==> config.mk <==
export PLATFORM = sky130hd
export DESIGN_NAME = rr_arbiter_4_flat
export DESIGN_NICKNAME = d
export VERILOG_FILES = /design/src/rtl/arb_pkg.sv /design/src/rtl/rr_arbiter_4_if.sv /design/src/rtl/prio_enc_4.sv /design/src/rtl/rr_arbiter_4.sv /design/src/flat_wrapper.sv
export SDC_FILE = /design/constraint.sdc
export NUM_CORES = 1
export LEC_CHECK = 0
export CAP_MARGIN = 0
export CORE_MARGIN = 5
export CORE_UTILIZATION = 40
export DETAILED_ROUTE_END_ITERATION = 6
export PLACE_DENSITY_LB_ADDON = 0.08
export SLEW_MARGIN = 5
export SYNTH_ARGS = -nofsm -noshare
export SYNTH_HDL_FRONTEND = slang
export SYNTH_HIERARCHICAL = 1
export SYNTH_SLANG_ARGS = --single-unit
==> constraint.sdc <==
create_clock -name clk -period 4.8 [get_ports clk]
set_input_delay 0.48 -clock clk [delete_from_list [all_inputs] [get_ports clk]]
set_output_delay 0.48 -clock clk [all_outputs]
set_load 0.005 [all_outputs]
==> src/rtl/arb_pkg.sv <==
// Shared types and helpers for the four-way round-robin arbiter.
// Rotation puts the search start at bit 3 of the rotated vector.
package arb_pkg;

    localparam int N_REQ = 4;
    localparam int IDX_W = 2;

    typedef enum logic {
        ST_IDLE  = 1'b0,
        ST_GRANT = 1'b1
    } state_t;

    // Rotate right by sh: result bit j is vec[(j+sh) mod 4].
    function automatic logic [N_REQ-1:0] rot4(
        input logic [N_REQ-1:0] vec,
        input logic [IDX_W-1:0] sh
    );
        logic [2*N_REQ-1:0] dbl;
        dbl = {vec, vec} >> sh;
        return dbl[N_REQ-1:0];
    endfunction

endpackage

==> src/rtl/rr_arbiter_4_if.sv <==
// Request/grant bundle between requesters (master) and arbiter (slave).
// rel is the owner's release strobe.
interface rr_arbiter_4_if;
    import arb_pkg::*;

    logic [N_REQ-1:0] req;
    logic             rel;
    logic [N_REQ-1:0] gnt;
    logic [IDX_W-1:0] gnt_idx;
    logic             gnt_valid;

    modport master (
        output req, rel,
        input  gnt, gnt_idx, gnt_valid
    );

    modport slave (
        input  req, rel,
        output gnt, gnt_idx, gnt_valid
    );

endinterface

==> src/rtl/prio_enc_4.sv <==
// Four-to-two priority encoder, highest set bit wins.
// All-zero input gives idx=0, valid=0.
module prio_enc_4
    import arb_pkg::*;
(
    input  logic [N_REQ-1:0] in,
    output logic [IDX_W-1:0] idx,
    output logic             valid
);

    always_comb begin
        idx   = '0;
        valid = 1'b1;
        unique casez (in)
            4'b1???: idx = 2'd3;
            4'b01??: idx = 2'd2;
            4'b001?: idx = 2'd1;
            4'b0001: idx = 2'd0;
            default: valid = 1'b0;
        endcase
    end

endmodule

==> src/rtl/rr_arbiter_4.sv <==
// Four-requester arbiter with grant hold, timeout and round-robin rotation.
// Registered one-hot and encoded grant outputs.
module rr_arbiter_4
    import arb_pkg::*;
#(
    parameter bit RR_EN    = 1'b1,
    parameter int MAX_HOLD = 8
) (
    input  logic          clk,
    input  logic          rst,
    rr_arbiter_4_if.slave bus
);

    localparam int HW = (MAX_HOLD > 0) ? $clog2(MAX_HOLD + 1) : 1;
    localparam logic [HW-1:0] HOLD_MAX = HW'(MAX_HOLD);
    localparam logic [N_REQ-1:0] ONE = N_REQ'(1);

    state_t           state_q, state_d;
    logic [IDX_W-1:0] ptr_q, ptr_d;
    logic [HW-1:0]    hold_q, hold_d;
    logic [N_REQ-1:0] gnt_q, gnt_d;
    logic [IDX_W-1:0] idx_q, idx_d;
    logic             valid_q, valid_d;

    logic [N_REQ-1:0] cand, cand_rot, others;
    logic [IDX_W-1:0] enc_idx, win;
    logic             enc_valid, load, drop, tmo;

    assign others = bus.req & ~gnt_q;
    assign drop   = bus.rel | ~bus.req[idx_q];
    assign tmo    = (MAX_HOLD != 0) && (hold_q == HOLD_MAX)
                    && (|others);

    assign cand_rot = rot4(cand, ptr_q);

    prio_enc_4 u_enc (
        .in    (cand_rot),
        .idx   (enc_idx),
        .valid (enc_valid)
    );

    // 2-bit add wraps naturally, undoing the rotation.
    assign win = enc_idx + ptr_q;

    always_comb begin
        cand    = bus.req;
        load    = 1'b0;
        state_d = state_q;
        ptr_d   = ptr_q;
        hold_d  = hold_q;
        gnt_d   = gnt_q;
        idx_d   = idx_q;
        valid_d = valid_q;
        unique case (state_q)
            ST_IDLE: load = 1'b1;
            ST_GRANT: begin
                if (drop) begin
                    load = 1'b1;
                end else if (tmo) begin
                    cand = others;
                    load = 1'b1;
                end else if (MAX_HOLD != 0 && hold_q != HOLD_MAX) begin
                    hold_d = hold_q + 1'b1;
                end
            end
            default: load = 1'b1;
        endcase
        if (load) begin
            if (enc_valid) begin
                state_d = ST_GRANT;
                gnt_d   = ONE << win;
                idx_d   = win;
                valid_d = 1'b1;
                hold_d  = HW'(1);
                if (RR_EN) ptr_d = win;
            end else begin
                state_d = ST_IDLE;
                gnt_d   = '0;
                idx_d   = '0;
                valid_d = 1'b0;
                hold_d  = '0;
            end
        end
    end

    always_ff @(posedge clk) begin
        if (rst) begin
            state_q <= ST_IDLE;
            ptr_q   <= '0;
            hold_q  <= '0;
            gnt_q   <= '0;
            idx_q   <= '0;
            valid_q <= 1'b0;
        end else begin
            state_q <= state_d;
            ptr_q   <= ptr_d;
            hold_q  <= hold_d;
            gnt_q   <= gnt_d;
            idx_q   <= idx_d;
            valid_q <= valid_d;
        end
    end

    assign bus.gnt       = gnt_q;
    assign bus.gnt_idx   = idx_q;
    assign bus.gnt_valid = valid_q;

endmodule

==> src/flat_wrapper.sv <==
// flat-port wrapper written by rule: the top's interface ports become plain ports
module rr_arbiter_4_flat import arb_pkg::*;
#(
    parameter bit RR_EN    = 1'b1,
    parameter int MAX_HOLD = 8
)
  (clk, rst, bus_req, bus_rel, bus_gnt, bus_gnt_idx, bus_gnt_valid);
  rr_arbiter_4_if bus_i ();
  input  logic clk;
  input  logic rst;
  input wire logic [$bits(bus_i.req)-1:0] bus_req;
  input wire logic [$bits(bus_i.rel)-1:0] bus_rel;
  output wire logic [$bits(bus_i.gnt)-1:0] bus_gnt;
  output wire logic [$bits(bus_i.gnt_idx)-1:0] bus_gnt_idx;
  output wire logic [$bits(bus_i.gnt_valid)-1:0] bus_gnt_valid;
  assign bus_i.req = bus_req;
  assign bus_i.rel = bus_rel;
  assign bus_gnt = bus_i.gnt;
  assign bus_gnt_idx = bus_i.gnt_idx;
  assign bus_gnt_valid = bus_i.gnt_valid;
  rr_arbiter_4 #(.RR_EN(RR_EN), .MAX_HOLD(MAX_HOLD)) u_core (.clk(clk), .rst(rst), .bus(bus_i));
endmodule
======== Yosys cells after proc, flatten, opt, wreduce, memory -nomap -nowiden ========
Index checks and enable logic that the tools add are counted.
Widths: inputs -> output; s select.
word-level totals
  bits of input ports ..................... 7
  output and inout bits ................... 7
  register bits ........................... 13
  logic and storage cells ................. 48
cells by class
  magnitude comparators ................... 1
  shifts and indexed selects .............. 2
  add/subtract/negate cells ............... 2
  bitwise operators ....................... 5
  reductions and logical operators ........ 7
  equal/unequal tests ..................... 7
  mux-type cells .......................... 19
operators by type and width
  cell                 number
  $mux 4               9
  $reduce_or 4->1      2
  $shr 8x2->4          1
  $mux 1               6
  $pmux 2 s3           1
  $add 4x1->4 const B  1
  $and 4x4->4          1
  $eq 4x1->1 const B   1
  $eq 4x4->1 const B   1
  $ne 2x1->1 const B   2
  $ne 4x4->1 const B   1
  $not 4->4            1
  $reduce_and 4->1     1
  $reduce_bool 2->1    2
  $shl 1x2->4 const A  1
  $eq 3x1->1 const B   1
  $lt 2x3->1 const B   1
  $add 2x2->2          1
  $bmux 1 s2           1
  $eq 2x1->1 const B   1
  $mux 2               1
  $not 1->1            2
  $pmux 1 s2           1
  $reduce_and 2->1     1
  other kinds (2)      2

======== Longest topological paths before layout ========
Gate-level depths: netlist of the first run.
  depth in word-level cells ............... 13
  mapped depth ............................ 14
  mapped depth without buffers ............ 14

======== Cells and area by module ========
Netlist of the first run, hierarchy kept.
modules (own cells, without submodules)
  module        cells each  area an instance (µm²)  times used  sequential area each (µm²)
  rr_arbiter_4  96          830.8                   1           260.2
  prio_enc_4    4           23.8                    1           0.0

======== Least setup slack after synthesis of the first run ========
Ideal clock, no wire load.
  path type ............................... input -> register
  from .................................... input port bus_rel
  to ...................................... register u_core.gnt_q[0] (netlist: u_core/bus.gnt[0])
  slack ................................... 1825 ps
  setup time .............................. 70 ps
  arrival time ............................ 2904 ps
  required time ........................... 4730 ps
  path buffers ............................ 0
  cell stages on the path ................. 11
  cells stage by stage .................... or3b_4 > o22ai_2 > nand4_1 > a32o_1 > mux2_2 > a21o_1 > ha_1 > xor2_1 > xor2_1 > or4_1 > a21oi_1
on the way
  longest elaborated chain between the ends .. 9
  elaborated cells on any way between the ends .. 15
  those cells by class .................... add/sub (1); eq/ne (3); shift (2); mux (7); bitwise (1); reduce/logical (1)
RTL lines
  element                 line                source
  start, declared         flat_wrapper.sv:12  input wire logic [$bits(bus_i.rel)-1:0] bus_rel;
  $or 1x1->1              rr_arbiter_4.sv:30  assign drop = bus.rel | ~bus.req[idx_q];
  $mux 4                  rr_arbiter_4.sv:57  if (drop) begin
  $mux 4                  rr_arbiter_4.sv:54  unique case (state_q)
  $shr 8x2->4             arb_pkg.sv:19       dbl = {vec, vec} >> sh;
  net u_core.cand_rot[1]  rr_arbiter_4.sv:25  logic [N_REQ-1:0] cand, cand_rot, others;
  $eq 3x1->1              prio_enc_4.sv:14    unique casez (in)
  $pmux 2 s3              prio_enc_4.sv:14
  net u_core.enc_idx[0]   rr_arbiter_4.sv:26  logic [IDX_W-1:0] enc_idx, win;
  $add 2x2->2             rr_arbiter_4.sv:43  assign win = enc_idx + ptr_q;
  $shl 1x2->4             rr_arbiter_4.sv:71  gnt_d = ONE << win;
  $mux 4                  rr_arbiter_4.sv:69  if (enc_valid) begin
  end signal, assigned    rr_arbiter_4.sv:98  gnt_q <= gnt_d;
  end, declared           rr_arbiter_4.sv:21  logic [N_REQ-1:0] gnt_q, gnt_d;
The timed path passes the listed nets, and every way through them passes these cells.
A chain may end at the register's enable or synchronous reset.

======== Worst setup path in the final report of the first run ========
Ends and elaborated chain as after synthesis.

==> results of run 1 <==
## final cells by class
| cell class | count | area [µm²] |
|---|---|---|
| multi-input cells | 79 | 563 |
| fillers | 206 | 973 |
| repair buffers | 13 | 130 |
| clock buffers | 4 | 26.3 |
| flip-flops and latches | 13 | 260 |
| inverters | 4 | 15.0 |
| well taps | 27 | 33.8 |
## state kept, by name, indices dropped and copies added (netlist names)
name and flops:
u_core/hold_q 4, u_core/bus.gnt 4, u_core/ptr_q 2, u_core/bus.gnt_valid 1, u_core/bus.gnt_idx 2
## layer usage
layer	vias to the layer above	global-route usage, %	part of all wire [%]
li1	394	-	-
met1	371	18.3	49
met2	26	20.4	45
met3	2	3.02	5.6
met4	0	5.08	0.51
met5	-	0	0
## final timing paths
check,depth (start not counted),to,from,slack (ns)
setup / recovery,12,u_core/bus.gnt[0]$_SDFFE_PP0P_,bus_rel,1.43
hold / removal,2,u_core/bus.gnt[0]$_SDFFE_PP0P_,u_core/bus.gnt[0]$_SDFFE_PP0P_,0.49
setup reg to reg,11,u_core/bus.gnt[0]$_SDFFE_PP0P_,u_core/bus.gnt_idx[0]$_SDFFE_PP0P_,1.67
hold reg to reg,2,u_core/bus.gnt[0]$_SDFFE_PP0P_,u_core/bus.gnt[0]$_SDFFE_PP0P_,0.49
## cell usage in the layout (no fill, tap or decap), types with 2 or more instances in the layout
cell              n
nand2b_1          4
inv_1             4
or2_1             2
dfxtp_1          13
a21oi_1           9
nor2_1            2
nand4b_1          2
nor3_1            2
nand3_1           7
nand4_1           5
clkdlybuf4s50_1  13
clkbuf_4          3
mux2_2            4
mux2i_1           3
ha_1              3
xor2_1            4
nand3b_1          2
nor2b_1           4
nand2_1           9
a32o_2            3
xnor2_1           2
## through the flow
stage | cell area (µm²) | util, % | std cells | hold slack (ns)
6_report | 1030 | 51.4 | 140 | 0.494
4_1_cts | 1030 | 51.4 | 140 | 0.497
5_1_grt | 1030 | 51.4 | 140 | 0.528
3_3_place_gp | 1000 | 50.1 | 136 | 0.486
2_1_floorplan | 855 | - | 100 | 0.469
3_5_place_dp | 1000 | 50.1 | 136 | 0.488
## report_power, final
group / total, µW / switching, µW / internal (µW)
clock network: 68.2 / 35.9 / 32.2
logic: 290 / 137 / 154
registers: 176 / 38.3 / 138
total: 535 / 211 / 324
## logic make-up after synthesis
logic type                 Yosys count
buffers and inverters                8
xor gates and xnor gates             6
and+or+nand+nor                     44
AOI/OAI and AO/OA                   19
muxes                                7
adders and majority gates            3
DFF                                 13
## worst reg2reg max path, stage by stage (launching register included)
cell	delay [ns]
dfxtp_1	0.35
or3b_4	0.41
o22ai_2	0.24
nand4_1	0.17
a32o_2	0.30
mux2_2	0.27
a21o_1	0.18
ha_1	0.18
xor2_1	0.22
xor2_1	0.17
or4_1	0.43
a21oi_1	0.14
==> out/metrics.cfg, run 1 <==
[status]
outcome = completed

[critical_path]
worst-path-buf-inv = 1
crit_family = simple AND/OR/NAND/NOR gates
cp.arrival_ns = 3.57
slowest_delay_ns = 0.43
criticalPathCategory = input port to flop
cp-start-kind = input port
crit_top_cell = xor2_1
crit_path_max_fanout = 5
crit_chain = clkdlybuf4s50_1 > or3b_4 > o22ai_2 > nand4_1 > a32o_2 > mux2_2 > a21o_1 > ha_1 > xor2_1 > xor2_1 > or4_1 > a21oi_1
slowest_stage = or4_1
cp-end-kind = flop
required_ns = 5.00

[yosys]
synth_most_common_cell = dfxtp_1
yosys_warnings = 6
yosysTopAreaCellShare_pct = 30.5
ys_ff_latch = 13
muxShareOfSynthArea_pct = 8.78
synth_edf_count = 0
synthFlopType = dfxtp_1
netlist_area_um2 = 855
synth-compound-area-share_pct = 17.3
postSynthCellCount = 100
synth_simple_gate_area_share_pct = 29.3
ys_types = 34
synth_nets = 110
synth_top_area_cell = dfxtp_1
synth_common_cells = dfxtp_1 (13), a21oi_1 (9), nand2_1 (9)
synth-xor-area-share_pct = 6.15
syn_area_per_cell_um2 = 8.55
ys_async_sr_fraction_pct = 0
ys_seq_area_share_pct = 30.5
synth_top_family_by_area = simple AND/OR/NAND/NOR gates
synth-adder-area-share_pct = 4.39
synthTopCellsByArea = dfxtp_1 (30%), a21oi_1 (5.3%), mux2_2 (5.3%), ha_1 (4.4%), nand3_1 (4.1%)

[die]
die-area_mm2 = 0.00316
die_h_um = 56.2
start_util_pct = 42.7
ios = 14
core_mm2 = 0.00200
die_w_um = 56.2
num_rows = 16

[clocking]
cts_tree = yes
cts_made_buffers = 3
cts_hold_buf = 0
post-cts-setup-buffers = 0
clockBufferDepth = 2
htree_levels = 1
cts_resized = 0
cts.sinks = 13
cts_root_buf = clkbuf_4
clk_latency_ns = 0.27
cts.clk_slew.worst_paths_ns = 0.08

[power]
leakage_uw = 0.000390
vdd_drop_max_v = 0.000337
total_power_uw = 535
powerDensity_mw_per_mm2 = 520

[run]
max-cap-violations = 0

[sta]
slew_headroom_pct = 68.6
tns_ns = 0
timing.final.crit_share_pct = 70.2
hold_viol_final = 0
fin_crit_ns = 3.37
rsz0062_at_grt = false
slew_viol_final = 0
finClkSkew_ns = 0.00151
worst_pin_slew_ns = 0.469
timing.fmax_mhz = 297
fin_ws_ns = 1.43
finalSetupViolations = 0

[drt]
viasPerCell = 5.66
dr.pass1.iters = 4
post-route-drc-count = 0
ant_nets = 0
via_count = 793
wire_per_inst_um = 14.0
drtIter0Drc = 18
wirelength_um = 1960

[grt]
grt_use_total_pct = 13.4
antenna_found_initial = 0
grt_pass1_wl_um = 3430
grt_max_degree = 14
grt.overflow.total = 0
grt_pass1_vias = 735

[finish]
layout.nets = 124
antenna_cells = 0
drive_gt1_share_pct = 13.3
area_delta_synth_final_pct = 20.4

[worst_hold_path]
min_path_type = flop to flop

[place]
hpwl_um = 1500
place.gp.congestion = 0.775
portBuffers = 13
post-place-ws_ns = 1.20

(Power assumes the default switching activity.)
==> run 2, diff against run 1 <==
==> constraint.sdc (replaced) <==
create_clock -name clk -period 3.1 [get_ports clk]
set_input_delay 0.31 -clock clk [delete_from_list [all_inputs] [get_ports clk]]
set_output_delay 0.31 -clock clk [all_outputs]
set_load 0.005 [all_outputs]
==> run 2 against run 1 <==
Utilization grew 6.4 points. Flip-flop and latch count is the same. Setup slack lost 1.3 ns. Die area is the same. First-iteration DRC count grew 22%. Final area grew 13%. Clock skew grew 0.0063 ns. Critical path depth shrank 1. Worst hold slack gained 0.016 ns. Routed wire length grew 10%. Highest routed layer unchanged.
==> out/metrics.cfg, run 2 (same netlist as run 1, synthesis figures left out) <==
[status]
outcome = completed

[finish]
fin_util_pct = 57.8  ; +6.4 points
antenna_cells = 0  ; unchanged
drive_gt1_share_pct = 27.2  ; +14 points
stdcell_area_mm2 = 0.00116  ; +13%
area_delta_synth_final_pct = 35.4
layout.nets = 136  ; +9.7%
mostFrequentLayoutCells = clkdlybuf4s50_1 (12), buf_4 (12), dfxtp_1 (12), nand2_1 (9), a21oi_1 (8)

[sta]
whs_ns = 0.510  ; +0.0158 ns
fin_crit_ns = 3.02
timing.fmax_mhz = 331
finalSetupViolations = 0  ; unchanged
hold_viol_final = 0  ; unchanged
worst_pin_slew_ns = 0.516  ; +0.0470 ns
slew_viol_final = 0  ; unchanged
slew_headroom_pct = 65.5  ; -3.1 points
finClkSkew_ns = 0.00784  ; +0.00633 ns
timing.final.crit_share_pct = 97.3

[grt]
use_met2_pct = 23.9  ; +3.5 points
grt_pass1_vias = 818  ; +11%
globalRouteMet1Util_pct = 18.4  ; +0.088 points
use_met3_pct = 4.41  ; +1.4 points
grt_most_used_layer = met2
antenna_found_initial = 0  ; unchanged
grt_use_total_pct = 14.7  ; +1.3 points
grt_max_degree = 14  ; unchanged
grt_pass1_wl_um = 3660  ; +6.8%
grt.overflow.total = 0  ; unchanged

[die]
core_mm2 = 0.00200  ; unchanged
die_h_um = 56.2  ; unchanged
num_rows = 16  ; unchanged
ios = 14  ; unchanged
die-area_mm2 = 0.00316  ; unchanged
die_w_um = 56.2  ; unchanged
start_util_pct = 42.7  ; unchanged

[power]
total_power_uw = 970  ; +81%
leakage_uw = 0.000467  ; +20%
vdd_drop_max_v = 0.000494  ; +47%
powerDensity_mw_per_mm2 = 838  ; +61%

[clocking]
htree_levels = 1  ; unchanged
clk_latency_ns = 0.28  ; about the same
cts.sinks = 13  ; unchanged
clockBufferDepth = 2  ; unchanged
cts_tree = yes
cts_hold_buf = 0  ; unchanged
cts.clk_slew.worst_paths_ns = 0.09  ; about the same
post-cts-setup-buffers = 0  ; unchanged
cts_made_buffers = 3  ; unchanged
cts_root_buf = clkbuf_4

[drt]
wirelength_um = 2160  ; +10%
wire_per_inst_um = 14.2  ; +1.7%
viasPerCell = 5.41  ; -4.5%
ant_nets = 0  ; unchanged
dr.pass1.iters = 4  ; unchanged
via_count = 822  ; +3.7%
drtIter0Drc = 22  ; +4
post-route-drc-count = 0  ; unchanged

[place]
dpl_cell_area_mm2 = 0.00109  ; +9.0%
hpwl_um = 1640  ; +9.4%
portBuffers = 13  ; unchanged
place.gp.congestion = 0.795  ; +2.6%

[critical_path]
slowest_stage = or4_1
slowest_delay_ns = 0.41  ; -0.02 ns
cp-end-kind = flop
required_ns = 3.31  ; -1.69 ns
cp-start-kind = flop
crit_path_max_fanout = 4  ; -1
criticalPathCategory = flop to flop
crit_chain = or3b_4 > o22ai_4 > nand4_1 > a32o_2 > mux2_4 > a21o_1 > ha_2 > xor2_2 > xor2_2 > or4_1 > a21oi_1
crit_top_cell = xor2_2
cp.arrival_ns = 3.23  ; -0.34 ns

[run]
max-cap-violations = 0  ; unchanged

[worst_hold_path]
min_path_type = flop to flop

run 2: layout make-up:
| type | instances | area (µm²) |
|---|---|---|
| flip-flops and latches | 13 | 262 |
| fillers | 194 | 845 |
| well taps | 27 | 33.8 |
| clock buffers | 3 | 22.5 |
| repair buffers | 25 | 223 |
| multi-input cells | 79 | 597 |
| clock inverters | 1 | 5.00 |
| inverters | 4 | 15.0 |
run 2: layer usage:
layer  wire length, µm  up-vias
met5                 0        -
met4                11        0
met3                92        2
met2              1010       21
met1              1050      381
li1                  -      418
run 2: critical path, delay by kind of cell (launching register included):
family          cells  cell delay, ns
simple gates        3            0.96
compound gates      4            0.83
xor+xnor            2            0.36
flops               1            0.35
mux                 1            0.26
fa+ha+maj           1            0.18
run 2: report_power, final:
group / internal (µW) / leakage, µW / switching [µW]
Combinational: 330 / 0.000342 / 254
Clock: 47.9 / 0.0000177 / 62.9
Sequential: 214 / 0.000107 / 60.8
run 2: final timing paths:
path	from	to	slack (ns)	cells past startpoint
worst max-delay path	u_core/bus.gnt_valid$_SDFFE_PP0P_	u_core/bus.gnt[0]$_SDFFE_PP0P_	0.08	11
worst min-delay path	u_core/bus.gnt[0]$_SDFFE_PP0P_	u_core/bus.gnt[0]$_SDFFE_PP0P_	0.51	2
worst max register to register	u_core/bus.gnt_valid$_SDFFE_PP0P_	u_core/bus.gnt[0]$_SDFFE_PP0P_	0.08	11
worst min register to register	u_core/bus.gnt[0]$_SDFFE_PP0P_	u_core/bus.gnt[0]$_SDFFE_PP0P_	0.51	2
run 2: what timing repair did:
item,in CTS,in global routing
pin swaps,0,7
setup endpoints to repair,2,4
gates resized for setup,2,7
run 2: per-stage QoR:
stage	setup WS [ns]	TNS (ns)	cells
2_1_floorplan	0.251	0	100
3_3_place_gp	-0.243	-1.09	148
3_5_place_dp	-0.336	-1.73	148
4_1_cts	0.0113	0	152
5_1_grt	-0.0182	-0.0309	152
6_report	0.0827	0	152
